$ cat src/rtl/cnn_pkg.sv
// Shared sizing and FSM encoding for the fc1 streaming MAC stage that sits behind conv2/pool2.
package cnn_pkg;
    localparam int CH         = 12;
    localparam int FEAT_W     = 8;
    localparam int W_W        = 4;
    localparam int NUM_VEC    = 16;
    localparam int NUM_OUT    = 10;
    localparam int ACC_W      = 24;
    localparam int FIFO_DEPTH = 4;
    localparam int ADDR_W     = 8;
    localparam int IDX_W      = 4;
    localparam int VEC_W      = CH * FEAT_W;
    localparam int WROW_W     = CH * W_W;
    // zero-extended feature (FEAT_W+1) times signed weight
    localparam int PROD_W     = FEAT_W + 1 + W_W;

    typedef enum logic [1:0] {
        ST_IDLE,
        ST_LOAD,
        ST_MAC,
        ST_OUT
    } fc1_state_t;
endpackage

$ cat src/rtl/fc1_feat_fifo.sv
// Small synchronous vector FIFO with registered full/empty; a push is still taken when full
// if a pop happens in the same cycle.
module fc1_feat_fifo #(
    parameter int W     = 96,
    parameter int DEPTH = 4
) (
    input  logic         clk,
    input  logic         rst,
    input  logic         push,
    input  logic         pop,
    input  logic [W-1:0] din,
    output logic [W-1:0] dout,
    output logic         full,
    output logic         empty
);
    localparam int AW = $clog2(DEPTH);
    localparam int CW = $clog2(DEPTH + 1);

    logic [W-1:0]  mem [DEPTH];
    logic [AW-1:0] wr_ptr;
    logic [AW-1:0] rd_ptr;
    logic [CW-1:0] count;
    logic [CW-1:0] count_nxt;
    logic          do_push;
    logic          do_pop;

    assign do_pop  = pop && !empty;
    assign do_push = push && (!full || do_pop);
    assign dout    = mem[rd_ptr];

    always_comb begin
        count_nxt = count;
        if (do_push && !do_pop) begin
            count_nxt = count + CW'(1);
        end else if (!do_push && do_pop) begin
            count_nxt = count - CW'(1);
        end
    end

    always_ff @(posedge clk) begin
        if (rst) begin
            wr_ptr <= '0;
            rd_ptr <= '0;
            count  <= '0;
            full   <= 1'b0;
            empty  <= 1'b1;
        end else begin
            if (do_push) wr_ptr <= wr_ptr + AW'(1);
            if (do_pop)  rd_ptr <= rd_ptr + AW'(1);
            count <= count_nxt;
            full  <= (count_nxt == CW'(DEPTH));
            empty <= (count_nxt == '0);
        end
    end

    always_ff @(posedge clk) begin
        if (do_push) mem[wr_ptr] <= din;
    end
endmodule

$ cat src/rtl/fc1_stream_mac.sv
// Fully-connected layer over a frame of pool2 vectors: one weight row per neuron per vector,
// accumulate per neuron, then stream the NUM_OUT accumulators out one per cycle.
module fc1_stream_mac
    import cnn_pkg::*;
(
    input  logic              clk,
    input  logic              rst,
    input  logic              en,
    input  logic              din_valid,
    input  logic [VEC_W-1:0]  data_in,
    input  logic              pool_end,
    output logic              w_rd_en,
    output logic [ADDR_W-1:0] w_addr,
    input  logic [WROW_W-1:0] w_data,
    output logic [ACC_W-1:0]  dout,
    output logic [IDX_W-1:0]  dout_idx,
    output logic              dout_valid,
    output logic              frame_done,
    output logic              overflow,
    output logic              frame_err
);
    // Handshake: no backpressure on either side. An input vector is offered on any cycle with
    // din_valid && en; a result beat is delivered on any cycle with dout_valid && en.

    fc1_state_t              state;
    fc1_state_t              state_nxt;
    logic [IDX_W-1:0]        n;
    logic [IDX_W-1:0]        vec_idx;
    logic [4:0]              rx_cnt;
    logic [4:0]              rx_total;
    logic [VEC_W-1:0]        feat_q;
    logic [VEC_W-1:0]        fifo_dout;
    logic                    fifo_full;
    logic                    fifo_empty;
    logic                    push;
    logic                    pop;
    logic                    accept;
    logic signed [ACC_W-1:0] acc [NUM_OUT];
    logic signed [ACC_W-1:0] dot;
    logic signed [PROD_W-1:0] prod;
    logic [WROW_W-1:0]       w_cur;
    logic [WROW_W-1:0]       w_hold;
    logic                    hold_v;
    logic                    rd_pend;
    logic [ACC_W-1:0]        dout_q;
    logic [IDX_W-1:0]        idx_q;
    logic [ADDR_W-1:0]       row_base;
    logic                    last_n;

    assign push     = en && din_valid;
    assign pop      = en && (state == ST_LOAD);
    assign accept   = push && (!fifo_full || pop);
    assign rx_total = rx_cnt + 5'(accept);
    assign last_n   = (n == IDX_W'(NUM_OUT - 1));
    assign row_base = ADDR_W'(vec_idx) * ADDR_W'(NUM_OUT);

    fc1_feat_fifo #(.W(VEC_W), .DEPTH(FIFO_DEPTH)) u_fifo (
        .clk   (clk),
        .rst   (rst),
        .push  (push),
        .pop   (pop),
        .din   (data_in),
        .dout  (fifo_dout),
        .full  (fifo_full),
        .empty (fifo_empty)
    );

    always_comb begin
        state_nxt = state;
        case (state)
            ST_IDLE: if (!fifo_empty) state_nxt = ST_LOAD;
            ST_LOAD: state_nxt = ST_MAC;
            ST_MAC: begin
                if (last_n) begin
                    if (vec_idx == IDX_W'(NUM_VEC - 1)) state_nxt = ST_OUT;
                    else if (!fifo_empty)               state_nxt = ST_LOAD;
                    else                                state_nxt = ST_IDLE;
                end
            end
            ST_OUT: if (last_n) state_nxt = fifo_empty ? ST_IDLE : ST_LOAD;
            default: state_nxt = ST_IDLE;
        endcase
    end

    always_comb begin
        w_rd_en = (state == ST_LOAD) || (state == ST_MAC && !last_n);
        w_addr  = '0;
        if (state == ST_LOAD) begin
            w_addr = row_base;
        end else if (state == ST_MAC && !last_n) begin
            w_addr = row_base + ADDR_W'(n) + ADDR_W'(1);
        end
        dout_valid = (state == ST_OUT);
        frame_done = (state == ST_OUT) && last_n;
        dout       = dout_valid ? acc[n] : dout_q;
        dout_idx   = dout_valid ? n : idx_q;
    end

    // A stall right after a read would let the ROM overwrite the row still owed to MAC; keep it.
    assign w_cur = hold_v ? w_hold : w_data;

    always_comb begin
        dot  = '0;
        prod = '0;
        for (int k = 0; k < CH; k++) begin
            prod = PROD_W'($signed({1'b0, feat_q[k*FEAT_W +: FEAT_W]}))
                 * PROD_W'($signed(w_cur[k*W_W +: W_W]));
            dot  = dot + ACC_W'(prod);
        end
    end

    always_ff @(posedge clk) begin
        if (rst) begin
            state     <= ST_IDLE;
            n         <= '0;
            vec_idx   <= '0;
            rx_cnt    <= '0;
            overflow  <= 1'b0;
            frame_err <= 1'b0;
            feat_q    <= '0;
            dout_q    <= '0;
            idx_q     <= '0;
            rd_pend   <= 1'b0;
            hold_v    <= 1'b0;
            w_hold    <= '0;
            for (int i = 0; i < NUM_OUT; i++) acc[i] <= '0;
        end else begin
            rd_pend <= en && w_rd_en;
            if (!en && rd_pend) begin
                w_hold <= w_data;
                hold_v <= 1'b1;
            end else if (en) begin
                hold_v <= 1'b0;
            end
            if (en) begin
                state <= state_nxt;
                if (push && !accept) overflow <= 1'b1;
                if (push && pool_end) begin
                    if (rx_total != 5'(NUM_VEC)) frame_err <= 1'b1;
                    rx_cnt <= '0;
                end else if (accept) begin
                    rx_cnt <= rx_total;
                end
                case (state)
                    ST_LOAD: begin
                        feat_q <= fifo_dout;
                        n      <= '0;
                    end
                    ST_MAC: begin
                        acc[n] <= acc[n] + dot;
                        if (last_n) begin
                            n       <= '0;
                            vec_idx <= (vec_idx == IDX_W'(NUM_VEC - 1)) ? '0 : vec_idx + IDX_W'(1);
                        end else begin
                            n <= n + IDX_W'(1);
                        end
                    end
                    ST_OUT: begin
                        acc[n] <= '0;
                        dout_q <= acc[n];
                        idx_q  <= n;
                        n      <= last_n ? '0 : n + IDX_W'(1);
                    end
                    default: ;
                endcase
            end
        end
    end
endmodule

$ cat config.mk
export PLATFORM = sky130hd
export DESIGN_NAME = fc1_stream_mac
export DESIGN_NICKNAME = d
export VERILOG_FILES = /design/src/rtl/cnn_pkg.sv /design/src/rtl/fc1_feat_fifo.sv /design/src/rtl/fc1_stream_mac.sv
export SDC_FILE = /design/constraint.sdc
export NUM_CORES = 2
export LEC_CHECK = 0
export ABC_AREA = 1
export ABC_CLOCK_PERIOD_IN_PS = 13050
export BUFFER_PORTS_ARGS = -buffer_cell sky130_fd_sc_hd__buf_2
export CAP_MARGIN = 10
export CORE_ASPECT_RATIO = 0.75
export CORE_MARGIN = 4
export CORE_UTILIZATION = 45
export CTS_CLUSTER_SIZE = 16
export DETAILED_ROUTE_END_ITERATION = 8
export RECOVER_POWER = 100
export SYNTH_ARGS = -nofsm -noshare
export SYNTH_HDL_FRONTEND = slang
export SYNTH_SLANG_ARGS = --single-unit
$ cat constraint.sdc
create_clock -name clk -period 13.05 [get_ports clk]
set_input_delay 1.9575 -clock clk [delete_from_list [all_inputs] [get_ports clk]]
set_output_delay 1.9575 -clock clk [all_outputs]
set_load 0.005 [all_outputs]
Word level (Yosys, flattened, before mapping)
Memory sizes are Yosys's and may differ from the RTL's. A register that Yosys moved wholly into a read port is not among the register bits. Index checks and enable logic that the tools add are counted.

Register bits after elaboration: 104. RAM bits: 624. Bits of input ports: 149. Output and inout port bits: 41. Memories: 2.

Memory list: u_fifo.mem (words 4, bits a word 96, rd ports 1, clocked after Yosys merged registers in 1, write ports 1, line fc1_feat_fifo.sv:19) `logic [W-1:0] mem [DEPTH];`; acc (words 10, bits a word 24, rd ports 1, clocked after Yosys merged registers in 1, write ports 10, line fc1_stream_mac.sv:38) `logic signed [ACC_W-1:0] acc [NUM_OUT];`.

Add/subtract/negate cells: 21. $mul: 13. Equality and inequality tests: 10. Muxes and demuxes: 38. Bitwise operators: 1. Reductions and logical operators: 37.

Operators with widths (count): multiplier 9 x 4 -> 13 bit (12); 2-to-1 mux 24 bit (3); 2-to-1 mux 48 bit (1); adder 23 x 13 -> 24 bit (1); adder 24 bit (1); 2-to-1 mux 4 bit (6); OR reduction 24 bit (1); adder 22 x 13 -> 23 bit (1); adder 21 x 13 -> 22 bit (1); adder 20 x 13 -> 21 bit (1); adder 19 x 13 -> 20 bit (1); adder 18 x 13 -> 19 bit (1); adder 17 x 13 -> 18 bit (1); adder 16 x 13 -> 17 bit (1); adder 15 x 13 -> 16 bit (1); 2-to-1 mux 1 bit (16); 2-to-1 mux 8 bit (2); adder 14 x 13 -> 15 bit (1); adder 13 x 13 -> 14 bit (1); logical AND 1 bit (13); 2-to-1 mux 5 bit (2); adder 4 x 1 -> 4 bit, second input constant (2); adder 8 x 1 -> 8 bit, second input constant (1); adder 8 x 4 -> 8 bit (1); 26 further kinds (48).

Depth between registers and ports, before layout
Depth after elaboration: 16. Mapped depth: 38.

Modules after synthesis
From an unflattened synthesis, not the netlist that was laid out.

Cell total of the unflattened synthesis: 5347. Area total of the unflattened synthesis: 55580.8 um2.

By module, submodules not included: fc1_stream_mac (times used 1, cells an instance 4336, area each 40732.8 um2, seq. area each 15434.8 um2); fc1_feat_fifo (times used 1, cells an instance 1011, area each 14848.0 um2, seq. area each 11751.3 um2).

Worst setup path after synthesis
No wires, ideal clock.

Kind: input to register. From: in w_data[37]. To: mem acc[10][16], data pin. Data arrival time: 8.816 ns. Slack: 3.962 ns. Stages: 26. Buffers on the path: 0. Cell sequence: o21ai_0 -> nor2_1 -> fa_1 -> fa_1 -> inv_1 -> fa_1 -> inv_1 -> fa_1 -> inv_1 -> fa_1 -> fa_1 -> fa_1 -> fa_1 -> fa_1 -> inv_1 -> ha_1 -> fa_1 -> nand3_1 -> nand2_1 -> nand2_1 -> nand2_1 -> a21oi_1 -> o21ai_0 -> or2_2 -> nand3_2 -> inv_1.

RTL lines: from (decl) (line fc1_stream_mac.sv:14) `input logic [WROW_W-1:0] w_data,`; to (decl) (line fc1_stream_mac.sv:38).

==> summary.md <==
| Metric | Value |
|---|---|
| Fraction of layout cells with a size suffix above 1 | `under 10%` |
| Starting density of the core | `between 40% and 50%` |
| Clock root buffer | `sky130_fd_sc_hd__clkbuf_16` |
| Detailed-route vias per instance | `around 5.3` |
| Maximum number of pins on one net before global-route repair | `roughly 110` |
| Final ANT Viol Nets | `0` |
| Reg-to-reg critical path startpoint | `hold_v` |
| Post-route fraction of the period consumed by the critical path | `a little over 80%` |
| Number of standard cells after synthesis | `around 5.4k` |
| Critical path destination | `acc[9][22]` |
| Status | `complete, but fails checks` |
| Most frequent cells in the layout | `sky130_fd_sc_hd__nor2_1, sky130_fd_sc_hd__inv_1, sky130_fd_sc_hd__edfxtp_1, sky130_fd_sc_hd__o21ai_0, sky130_fd_sc_hd__fa_1` |
| Most common cell after layout, fill and taps aside | `sky130_fd_sc_hd__nor2_1` |
| Net count reported at finish | `between 6k and 7k` |
| Initial antenna violation count | `3` |
| Latest clock arrival within the worst-skew pair | `between 700 and 800 ps` |
| CTS Buffer Depth | `3` |
| Cell class contributing the biggest share of worst-path delay | `adder cells` |
| Cell row count | `~110` |
| Sequential share of the synthesized area | `48.9%` |
| Setup total negative slack | `0 ps` |
| Clock H-tree levels | `3` |
| Half-perimeter wire length after placement | `around 110000 um` |
| Cell type with the highest aggregate area in the netlist | `sky130_fd_sc_hd__edfxtp_1` |
| Worst slew pin tran | `3590 ps` |
| Number of logic stages on the critical path including buffering | `29` |
| Final weighted congestion in routability-driven placement | `0.971` |
| DR vias | `between 30k and 40k` |
| Crit path largest cell delay | `1000 ps` |
| Cell type of the slowest stage on the worst timing path | `sky130_fd_sc_hd__o21ai_0` |
| Yosys warns | `0` |
| Detailed-route DRC error count | `0` |
| FF+latch count, synth | `between 900 and 1k` |
| Peak clock frequency supported by timing | `roughly 93 MHz` |
| Hold-fix buffers, CTS | `0` |
| Most common flop cell mapped by yosys | `sky130_fd_sc_hd__edfxtp_1` |
| Summed instance area of the synthesized netlist | `roughly 0.056 sq mm` |
| Final hold vios | `0` |
| Crit path capture type | `register` |
| Most frequent CP cell | `sky130_fd_sc_hd__fa_1` |
| Max-capacitance violation count | `40` |
| Count of input and output buffers | `roughly 190` |
| Worst reg2reg endpoint | `acc[9][22]` |
| Number of enable flip-flop cells after synthesis | `768` |
| Time the final worst path needs with I/O delays and setup | `~11000 ps` |
| Cells taking the most area after synthesis | `sky130_fd_sc_hd__edfxtp_1, sky130_fd_sc_hd__fa_1, sky130_fd_sc_hd__dfxtp_1` |
| Die height | `about 310 um` |
| Post-cts sizing count | `0` |
| Final setup violating endpoints | `0` |
| Clock buffers created by TritonCTS | `98` |
| Minimum hold slack | `about 450 ps` |
| Start-to-end type of the worst setup path | `register to register` |
| First-pass iteration count of the detailed router | `5` |
| Buffer and inverter count on the worst path | `9` |
| Max_slew headroom | `-139%` |
| Crit path setup slack, layout | `roughly 2300 ps` |
| Largest fanout on the critical path | `52` |
| Required time at the worst-slack endpoint | `13420 ps` |
| Sink count of the clock tree | `972` |
| Worst setup path startpoint | `hold_v` |
| CTS clock-pin slew for the worst setup and hold paths | `60 ps` |
| Die area | `approximately 0.13 sq mm` |
| Synth-to-Final Area Change | `9.79%` |
| Setup repair after global routing missed its margin | `false` |
| FF-to-FF setup slack | `2300 ps` |
| Unique masters post-synth | `45` |
| Setup slack at placement | `between 2000 and 3000 ps` |
| Routed wire per std cell | `21.2 um` |
| Clock tree from TritonCTS | `built` |
| Setup crit start kind | `register` |
| Placeable core area | `between 0.1 and 0.15 sq mm` |
| Die outline width | `a little over 400 um` |
| Post-detailed-routing wire length | `between 150000 and 200000 um` |
| Worst r2r path cells | `29` |
| Total routing resource utilization after global routing | `between 20% and 30%` |
| Iteration-0 DRC Markers | `roughly 3.7k` |
| Worst path arrival time | `approximately 11000 ps` |
| Net count after synthesis | `between 6k and 7k` |
| Number of buffers inserted to repair setup after CTS | `0` |
| Ys async rst share | `0%` |
| Largest clock skew in the final design | `roughly 38 ps` |
| Failing checks | `max-capacitance violations, max-slew violations` |
| Grt ovf | `0` |
| Total cell area at the placement stage | `a little under 0.06 sq mm` |
| Number of pins exceeding their max-slew limit in the final report | `about 1.4k` |
| Top-Level Pins | `190` |
| First-pass GRT wire length | `236000 um` |
| Number of global-route vias before repair | `approximately 38k` |
| Cell area after layout | `approximately 0.061 sq mm` |
| Mean instance size in the synthesized netlist | `10.2 sq um` |
| Fraction of synthesized cell area taken by the top area cell type | `approximately 42%` |
| Min-delay worst type | `register to register` |
metrics by stage:
stage | util (%) | instances
floorplan | - | 5431
finish | 49.8 | 7269
global placement | 47.5 | 7083
CTS | 50.1 | 7267
detailed placement | 47.5 | 7083
global route | 49.8 | 7268
registers in the layout (all words and copies together) (netlist names), named ones only:
| register | count |
|---|---|
| n | 4 |
| vec_idx | 4 |
| u_fifo.rd_ptr | 2 |
| frame_err | 1 |
| u_fifo.full | 1 |
| acc | 384 |
| state | 2 |
| u_fifo.count | 3 |
| w_hold | 48 |
| dout_q | 24 |
| idx_q | 4 |
| rx_cnt | 5 |
| u_fifo.wr_ptr | 2 |
| hold_v | 1 |
| rd_pend | 1 |
| overflow | 1 |
| u_fifo.empty | 1 |
| feat_q | 96 |
| u_fifo.mem | 384 |
worst reg2reg max path: cells and delay by family (launching register included):
| kind | cells | cell delay (ps) |
|---|---|---|
| flip-flops | 1 | 310 |
| adder cells (fa/ha/maj) | 10 | 5080 |
| AND/OR/NAND/NOR | 6 | 1070 |
| buffers and inverters | 9 | 2080 |
| AO/OA/AOI/OAI | 4 | 1890 |
synthesized netlist by cell type, types with 55 or more instances:
| master | number |
|---|---|
| sky130_fd_sc_hd__nor2_1 | 1008 |
| sky130_fd_sc_hd__inv_1 | 939 |
| sky130_fd_sc_hd__edfxtp_1 | 768 |
| sky130_fd_sc_hd__o21ai_0 | 589 |
| sky130_fd_sc_hd__fa_1 | 475 |
| sky130_fd_sc_hd__nand2_1 | 396 |
| sky130_fd_sc_hd__dfxtp_1 | 204 |
| sky130_fd_sc_hd__ha_1 | 176 |
| sky130_fd_sc_hd__clkbuf_1 | 166 |
| sky130_fd_sc_hd__a21oi_1 | 150 |
| sky130_fd_sc_hd__o22ai_1 | 147 |
| sky130_fd_sc_hd__nand3_1 | 64 |
| sky130_fd_sc_hd__o211ai_1 | 55 |
metal layers:
| metal | GRT usage, % | wire [um] |
|---|---|---|
| met1 | 35.4 | 68100 |
| met2 | 35.2 | 66200 |
| met5 | 0.637 | 126 |
| met4 | 5.81 | 3670 |
| met3 | 7.62 | 16000 |
kinds of logic after synthesis:
| kind of cell | share of synthesized area (%) |
|---|---|
| XOR/XNOR | 0.268 |
| multiplexers | 0.234 |
| adder cells (fa/ha/maj) | 21.1 |
| buffers and inverters | 8.19 |
| AND/OR/NAND/NOR | 11.1 |
| flip-flops | 48.9 |
| AO/OA/AOI/OAI | 10.3 |
cell type report:
class / count / area [sq um]
Clock inverter: 53 / 513
Inverter: 960 / 3610
Fill cell: 11200 / 61400
Sequential cell: 972 / 27200
Clock buffer: 131 / 2690
Tap cell: 1638 / 2050
Antenna cell: 2 / 5.00
Timing Repair Buffer: 243 / 1130
Multi-Input combinational cell: 3270 / 23800
worst min-delay path by stage:
stage / slack [ps] / depth (start not counted) / start / to
floorplan: 430 / 2 / w_hold[14] / w_hold[14]
global placement: 440 / 2 / overflow / overflow
detailed placement: 450 / 2 / overflow / overflow
CTS: 460 / 2 / overflow / overflow
global route: 480 / 2 / frame_err / frame_err
finish: 450 / 2 / frame_err / frame_err
Power is not shown: default switching activity piles up to over one toggle a cycle in this logic, so the estimate is an artifact.
